## src/rtl/bitstream_scheduler.sv

```systemverilog
// Round-robin front end that serialises words from two requesters through one shared
// serial detector, counts its nonzero responses and reports one result per word.
module bitstream_scheduler #(
  parameter int WIDTH   = 8,
  parameter int CNT_W   = 4,
  parameter int DET_LAT = 1,
  parameter int CLR_EN  = 1
) (
  input  logic             CLK,
  input  logic             reset,
  input  logic             req0_valid,
  input  logic [WIDTH-1:0] req0_data,
  output logic             req0_ready,
  input  logic             req1_valid,
  input  logic [WIDTH-1:0] req1_data,
  output logic             req1_ready,
  output logic             x_in,
  output logic             det_reset,
  input  logic [1:0]       det_out,
  output logic             res_valid,
  output logic             res_id,
  output logic [CNT_W-1:0] res_hits,
  output logic [1:0]       res_last,
  output logic             busy
);

  localparam int TW = $clog2(WIDTH + DET_LAT + 1);
  localparam logic [TW-1:0] LAST_SHIFT  = TW'(WIDTH - 1);
  localparam logic [TW-1:0] LAST_SAMPLE = TW'(WIDTH + DET_LAT - 1);

  typedef enum logic [2:0] {IDLE, CLR, SHIFT, DRAIN, DONE} state_t;

  state_t           state_q, state_d;
  logic [TW-1:0]    cnt_q, cnt_d;
  logic [WIDTH-1:0] sreg_q, sreg_d;
  logic             id_q, id_d;
  logic [CNT_W-1:0] hits_q, hits_d;
  logic             rr_q, rr_d;
  logic             x_in_q, x_in_d;
  logic             det_reset_q, det_reset_d;
  logic             res_valid_q, res_valid_d;
  logic             res_id_q, res_id_d;
  logic [CNT_W-1:0] res_hits_q, res_hits_d;
  logic [1:0]       res_last_q, res_last_d;

  logic             idle, grant0, grant1, hs0, hs1, hs, sample;
  logic [WIDTH-1:0] hs_data;

  // rr_q remembers the last granted requester; a tie goes to the other one.
  assign idle   = (state_q == IDLE);
  assign grant0 = req0_valid & (~req1_valid | rr_q);
  assign grant1 = req1_valid & (~req0_valid | ~rr_q);
  assign req0_ready = idle & grant0 & reset;
  assign req1_ready = idle & grant1 & reset;
  assign hs0     = req0_valid & req0_ready;
  assign hs1     = req1_valid & req1_ready;
  assign hs      = hs0 | hs1;
  assign hs_data = hs1 ? req1_data : req0_data;

  // det_out for bit k arrives DET_LAT cycles after the bit was driven.
  assign sample = ((state_q == SHIFT) || (state_q == DRAIN)) && (int'(cnt_q) >= DET_LAT);

  always_comb begin
    state_d     = state_q;
    cnt_d       = cnt_q;
    sreg_d      = sreg_q;
    id_d        = id_q;
    hits_d      = hits_q;
    rr_d        = rr_q;
    x_in_d      = 1'b0;
    det_reset_d = 1'b0;
    res_valid_d = 1'b0;
    res_id_d    = res_id_q;
    res_hits_d  = res_hits_q;
    res_last_d  = res_last_q;
    case (state_q)
      IDLE: begin
        if (hs) begin
          id_d   = hs1;
          rr_d   = hs1;
          hits_d = '0;
          cnt_d  = '0;
          if (CLR_EN != 0) begin
            state_d     = CLR;
            det_reset_d = 1'b1;
            sreg_d      = hs_data;
          end else begin
            state_d = SHIFT;
            x_in_d  = hs_data[WIDTH-1];
            sreg_d  = {hs_data[WIDTH-2:0], 1'b0};
          end
        end
      end
      CLR: begin
        state_d = SHIFT;
        x_in_d  = sreg_q[WIDTH-1];
        sreg_d  = {sreg_q[WIDTH-2:0], 1'b0};
      end
      SHIFT, DRAIN: begin
        cnt_d = cnt_q + TW'(1);
        if (sample)
          hits_d = hits_q + CNT_W'(det_out != 2'b00);
        if (state_q == SHIFT) begin
          if (cnt_q == LAST_SHIFT) begin
            state_d = (DET_LAT > 0) ? DRAIN : DONE;
          end else begin
            x_in_d = sreg_q[WIDTH-1];
            sreg_d = {sreg_q[WIDTH-2:0], 1'b0};
          end
        end
        // Final sample: publish the result so it is visible during DONE.
        if (cnt_q == LAST_SAMPLE) begin
          state_d     = DONE;
          res_valid_d = 1'b1;
          res_id_d    = id_q;
          res_hits_d  = hits_d;
          res_last_d  = det_out;
        end
      end
      DONE:    state_d = IDLE;
      default: state_d = IDLE;
    endcase
  end

  always_ff @(posedge CLK or negedge reset) begin
    if (!reset) begin
      state_q     <= IDLE;
      cnt_q       <= '0;
      sreg_q      <= '0;
      id_q        <= 1'b0;
      hits_q      <= '0;
      rr_q        <= 1'b1;
      x_in_q      <= 1'b0;
      det_reset_q <= 1'b0;
      res_valid_q <= 1'b0;
      res_id_q    <= 1'b0;
      res_hits_q  <= '0;
      res_last_q  <= 2'b00;
    end else begin
      state_q     <= state_d;
      cnt_q       <= cnt_d;
      sreg_q      <= sreg_d;
      id_q        <= id_d;
      hits_q      <= hits_d;
      rr_q        <= rr_d;
      x_in_q      <= x_in_d;
      det_reset_q <= det_reset_d;
      res_valid_q <= res_valid_d;
      res_id_q    <= res_id_d;
      res_hits_q  <= res_hits_d;
      res_last_q  <= res_last_d;
    end
  end

  assign x_in      = x_in_q;
  assign det_reset = det_reset_q;
  assign res_valid = res_valid_q;
  assign res_id    = res_id_q;
  assign res_hits  = res_hits_q;
  assign res_last  = res_last_q;
  assign busy      = (state_q != IDLE);

endmodule
```

## config.mk

```make
export PLATFORM = sky130hd
export DESIGN_NAME = bitstream_scheduler
export DESIGN_NICKNAME = d
export VERILOG_FILES = /design/src/rtl/bitstream_scheduler.sv
export SDC_FILE = /design/constraint.sdc
export NUM_CORES = 1
export LEC_CHECK = 0
export BUFFER_PORTS_ARGS = -buffer_cell sky130_fd_sc_hd__clkbuf_2
export CAP_MARGIN = 0
export CORE_UTILIZATION = 30
export CTS_CLUSTER_DIAMETER = 200
export CTS_CLUSTER_SIZE = 12
export DETAILED_ROUTE_END_ITERATION = 8
export GPL_TIMING_DRIVEN = 0
export PLACE_DENSITY = 0.54
export SLEW_MARGIN = 5
export SYNTH_ARGS = -nofsm -noshare
export SYNTH_HDL_FRONTEND = slang
export SYNTH_SLANG_ARGS = --single-unit
```

## constraint.sdc

```tcl
create_clock -name CLK -period 1.65 [get_ports CLK]
set_input_delay 0.33 -clock CLK [delete_from_list [all_inputs] [get_ports CLK]]
set_output_delay 0.33 -clock CLK [all_outputs]
set_load 0.02 [all_outputs]
```

; Word-level counts from Yosys, hierarchy flattened
; Index checks and enable logic that the tools add are counted.
[totals]
register_bits = 31
inputBits = 22
wordCells = 73
[classes]
n_addsub = 2
magnitude_cmp = 1
eq_ne = 10
mux = 21
bitwise_logic = 14
n_reduce_logical = 13
[op_table]
columns = cell, count
row1 = $mux 8, 4
row2 = $pmux 8 s3, 1
row3 = $pmux 4 s2, 2
row4 = $mux 3, 4
row5 = $pmux 3 s3, 1
row6 = $and 1x1->1, 8
row7 = $mux 4, 2
row8 = $eq 3x2->1 const B, 2
row9 = $mux 1, 6
row10 = $ne 3x3->1 const B, 2
row11 = $reduce_and 2->1, 3
row12 = $reduce_bool 3->1, 2
row13 = $add 4x1->4, 1
row14 = $add 4x1->4 const B, 1
row15 = $eq 4x3->1 const B, 1
row16 = $eq 4x4->1 const B, 1
row17 = $ge 4x1->1 const B, 1
row18 = $ne 2x2->1 const B, 2
row19 = $reduce_and 4->1, 1
row20 = $reduce_bool 2->1, 2
row21 = $eq 3x1->1 const B, 1
row22 = $logic_not 3->1, 1
row23 = $not 1->1, 3
row24 = $or 1x1->1, 3
row25 = other kinds (6), 6

; Logic depth before layout (Yosys ltp)
[depth]
ltp_word = 9
depth_mapped = 7
ltp_nobuf = 6

; Worst setup path after synthesis
; Ideal clock, no wire load.
[synth_timing]
path_kind = reg2reg
from = register cnt_q[0]
to = register hits_q[0]
setup_time_ns = 0.121
arrival_time_ns = 1.481
required_time_ns = 1.529
path_slack_ns = 0.048
path_stages_with_launch = 5
path_buffers = 0
path_cell_list = dfrtp_1 -> ha_1 -> or4b_4 -> and2_4 -> a22o_1
[synth_via]
elab_chain_len = 4
[synth_rtl]
columns = element, line
row1 = start: declaration, 34  ; logic [TW-1:0] cnt_q, cnt_d;
row2 = start signal: assignment, 141  ; cnt_q <= cnt_d;
row3 = $ge 4x1->1, 61  ; assign sample = ((state_q == SHIFT) || (state_q == DRAIN)) && (int'(cnt_q) >= DET_LAT);
row4 = $logic_and 1x1->1, 61
row5 = $mux 4, 101  ; if (sample)
row6 = $pmux 4 s2, 76  ; case (state_q)
row7 = end signal: assignment, 144  ; hits_q <= hits_d;
row8 = end: declaration, 37  ; logic [CNT_W-1:0] hits_q, hits_d;
; No other way between the ends.
; A chain may end at the register's enable or synchronous reset.

; Worst setup path after layout
[layout_timing]
from = register state_q[2]
to = output port req1_ready
[layout_via]
elab_chain_len = 3
[layout_rtl]
columns = element, line
row1 = start: declaration, 33  ; state_t state_q, state_d;
row2 = start signal: assignment, 140  ; state_q <= state_d;
row3 = $logic_not 3->1, 50  ; assign idle = (state_q == IDLE);
row4 = $and 1x1->1 (2 in a row), 54  ; assign req1_ready = idle & grant1 & reset;
row5 = end: declaration, 16  ; output logic req1_ready,
; No other way between the ends.

==> results.md <==
- Status: finished, violations left
- Violated checks: setup timing
- First-pass GRT wire length: 6.59 mm
- Layout fillers: 524
- DRT Pass-1 Iters: 4
- HPWL after DPL: 2.57 mm
- Core area: 5200 um^2
- Startpoint Class: flop
- Final wirelength: 4.05 mm
- Sw Share: 0.397
- Worst skew pair latency: 0.28 ns
- Synth unique cells: 44
- Pre-CTS WS: -0.737 ns
- Ant. Diodes: 0
- Final setup fails: 14
- Syn_area_per_cell: 10.9 um^2
- Final ANT Viol Nets: 0
- Post-synth EDFFs: 0
- FMAX: 542 MHz
- RSZ-0062 raised after global routing: true
- Port Buffers: 34
- Htree depth: 2
- Total gr overflow: 0
- Max cap viols: 0
- Mapped Cells: 152
- Max IR drop VDD: 1100 uV
- Layout cells sized above 1: 0.524
- Syn Nets: 179
- Most common cell in the synthesized netlist: dfrtp_1
- Via count: 1,393
- Die Y: 76.3 um
- Area grow syn2layout: 46.3%
- CP Max Fanout: 4
- Pwr Total: 4.41 mW
- Critical-path cell list: nor4b_4 -> nand3_2 -> buf_6 -> inv_2 -> buf_8
- Worst path required time: 1.32 ns
- Most frequent cells after synthesis: dfrtp_1 (30), nor2_1 (13), nand2_1 (12)
- Hold crit path type: input port to asynchronous set/reset pin
- Die area: 5830 um^2
- Worst path slowest cell: dfrtp_2
- Clock Power Share: 0.151
- Crit path time final: 1.85 ns
- Root Driver: clkbuf_8
- TritonCTS clock tree: done
- Syn Std Cell Area: 1660 um^2
- Clock Skews: 0.00485 ns
- Cell taking the most area after synthesis: dfrtp_1
- Top delay family on crit path: simple AND/OR/NAND/NOR gates
- Top Ports: 35
- Cell-internal power: 2.66 mW
- Bufs on Longest Clock Path: 2
- Synth Warn #: 0
- Core Rows: 26
- Fin. max-slew vios: 0
- Nets: 238
- Clock Sinks: 31
- Placed cells: 256
- Non-filler cells, final: 282
- Register area share after synthesis: 0.469
- Initial core utilization: 0.319
- Vias/cell: 4.94
- Fin. Hold Viols: 0
- Sequential power share: 0.316
- Main synth FF type: dfrtp_1
- Final worst-path cycle share: 1.12
- DR iter-0 viols: 41
- Slew @ Worst Pin: 0.471 ns
- Net Switching: 1.75 mW
- Final worst slack: -0.195 ns
- FF+latch count, synth: 31
- Die width: 76.3 um
- Vias in the first global route: 1,381
- Crit path kind: flop to output port
- Worst path arrival time: 1.52 ns
- Largest net degree at the start of global routing: 31
- CP Capture Type: output port
- Static leakage: 1.13 nW
- Total CTS buffers: 5
- Synth top area cells: dfrtp_1 (45%), ha_1 (3.8%), a221oi_1 (3.7%)
- Async S/R FF share, synth: 1.00
- Slew HR: 0.686
- Logic pwr share: 0.533
- Final Core Density: 0.466
- Worst reg2reg setup slack: -0.18 ns
- Clock transition at path regs: 0.07 ns
- DRC: 0
- Tot GR Track Use: 0.142
- Routed len/inst: 14.4 um
- Synth top area share: 0.453
- CP peak stage delay: 0.44 ns
- GP Congestion: 0.728
- Pwr/cell area: 1820 nW/um^2
- Initial antenna violation count: 0
- Buf/Inv on CP: 3
-- placed cells by master, fill, tap and decap left out, drive strengths merged, types with 5 or more instances in the layout --
cell type	n
nand2	13
clkbuf	39
or4	7
ha	5
nor2	14
mux2	5
buf	27
inv	6
dfrtp	30
and3	10
nand3	5
o2bb2ai	8
a221oi	7
-- sequential cells by signal (all words and copies together) (netlist names) --
register,flops
res_hits,4
res_id,1
res_valid,1
hits_q,4
x_in,1
state_q,3
sreg_q,8
res_last,2
id_q,1
cnt_q,4
rr_q,1
det_reset,1
-- routing by layer --
layer / up-vias / share of wire / global-route usage / wire, um
met2: 32 / 0.46 / 0.219 / 1850
met3: 7 / 0.043 / 0.0383 / 172
met1: 675 / 0.48 / 0.187 / 1960
li1: 679 / - / - / -
met4: 0 / 0.016 / 0.0577 / 66
met5: - / 0 / 0 / 0
-- stage by stage --
stage	cell area (um^2)	setup TNS [ns]	hold slack (ns)
after floorplan	1660	0	0.0344
after global placement	1920	-12.79	0.453
after detailed placement	1920	-12.95	0.462
after CTS	2240	-0.875	0.0188
after global routing	2430	-2.76	0.0155
final	2430	-1.72	0.0246
-- power groups by stage --
stage | clock [mW] | combinational (mW) | sequential (mW)
6_report | 0.664 | 2.35 | 1.39
2_1_floorplan | 0 | 1.25 | 1.45
5_1_grt | 0.713 | 2.60 | 1.44
4_1_cts | 0.684 | 2.08 | 1.36
3_5_place_dp | 0 | 1.79 | 1.38
3_3_place_gp | 0 | 1.77 | 1.37
-- kinds of logic (layout without fill, tap and decap cells) --
family / Yosys count / after routing / synth area share
AND/OR/NAND/NOR: 62 / 63 / 0.226
flip-flops: 31 / 31 / 0.469
AO/OA/AOI/OAI: 29 / 29 / 0.147
buffers and inverters: 13 / 72 / 0.0475
multiplexers: 8 / 8 / 0.0521
adder cells (fa/ha/maj): 5 / 5 / 0.0377
XOR/XNOR: 4 / 4 / 0.0211
-- worst register-to-register path, cell delays in order (launching register included) --
cell and delay (ns):
dfrtp_2 0.44, nor4b_4 0.36, nand3_2 0.13, buf_6 0.15, buf_4 0.13, buf_8 0.14
a221oi_4 0.30, o2bb2ai_2 0.07
-- worst paths after layout --
path	cells after the start	endpoint	from
max	5	req1_ready	state_q[2]
min reg2reg	2	rr_q	rr_q
max reg2reg	7	sreg_q[7]	state_q[2]
min	2	cnt_q[3]	reset
max in group asynchronous	2	state_q[2]	reset
min in group CLK	2	res_last[0]	det_out[0]
-- final cells by class --
type                            count  area (um^2)  area share
Buffer                              6         65.1      0.0268
Clock buffer                        8          100      0.0413
Inverter                            6         22.5     0.00928
Multi-Input combinational cell    109          993       0.409
Sequential cell                    31          781       0.322
Tap cell                           70         87.6      0.0361
Timing Repair Buffer               52          377       0.155
-- what timing repair did --
item | 4_1_cts | 5_1_grt
hold endpoints to repair | 30 | 0
setup buffers | 11 | 7
hold buffers | 1 | 0
endpoints found under the setup margin | 29 | 22
gates resized for setup | 31 | 32
cloned | 0 | 1
pin swaps | 15 | 8
No activity file was read; power rests on OpenSTA's default activity.
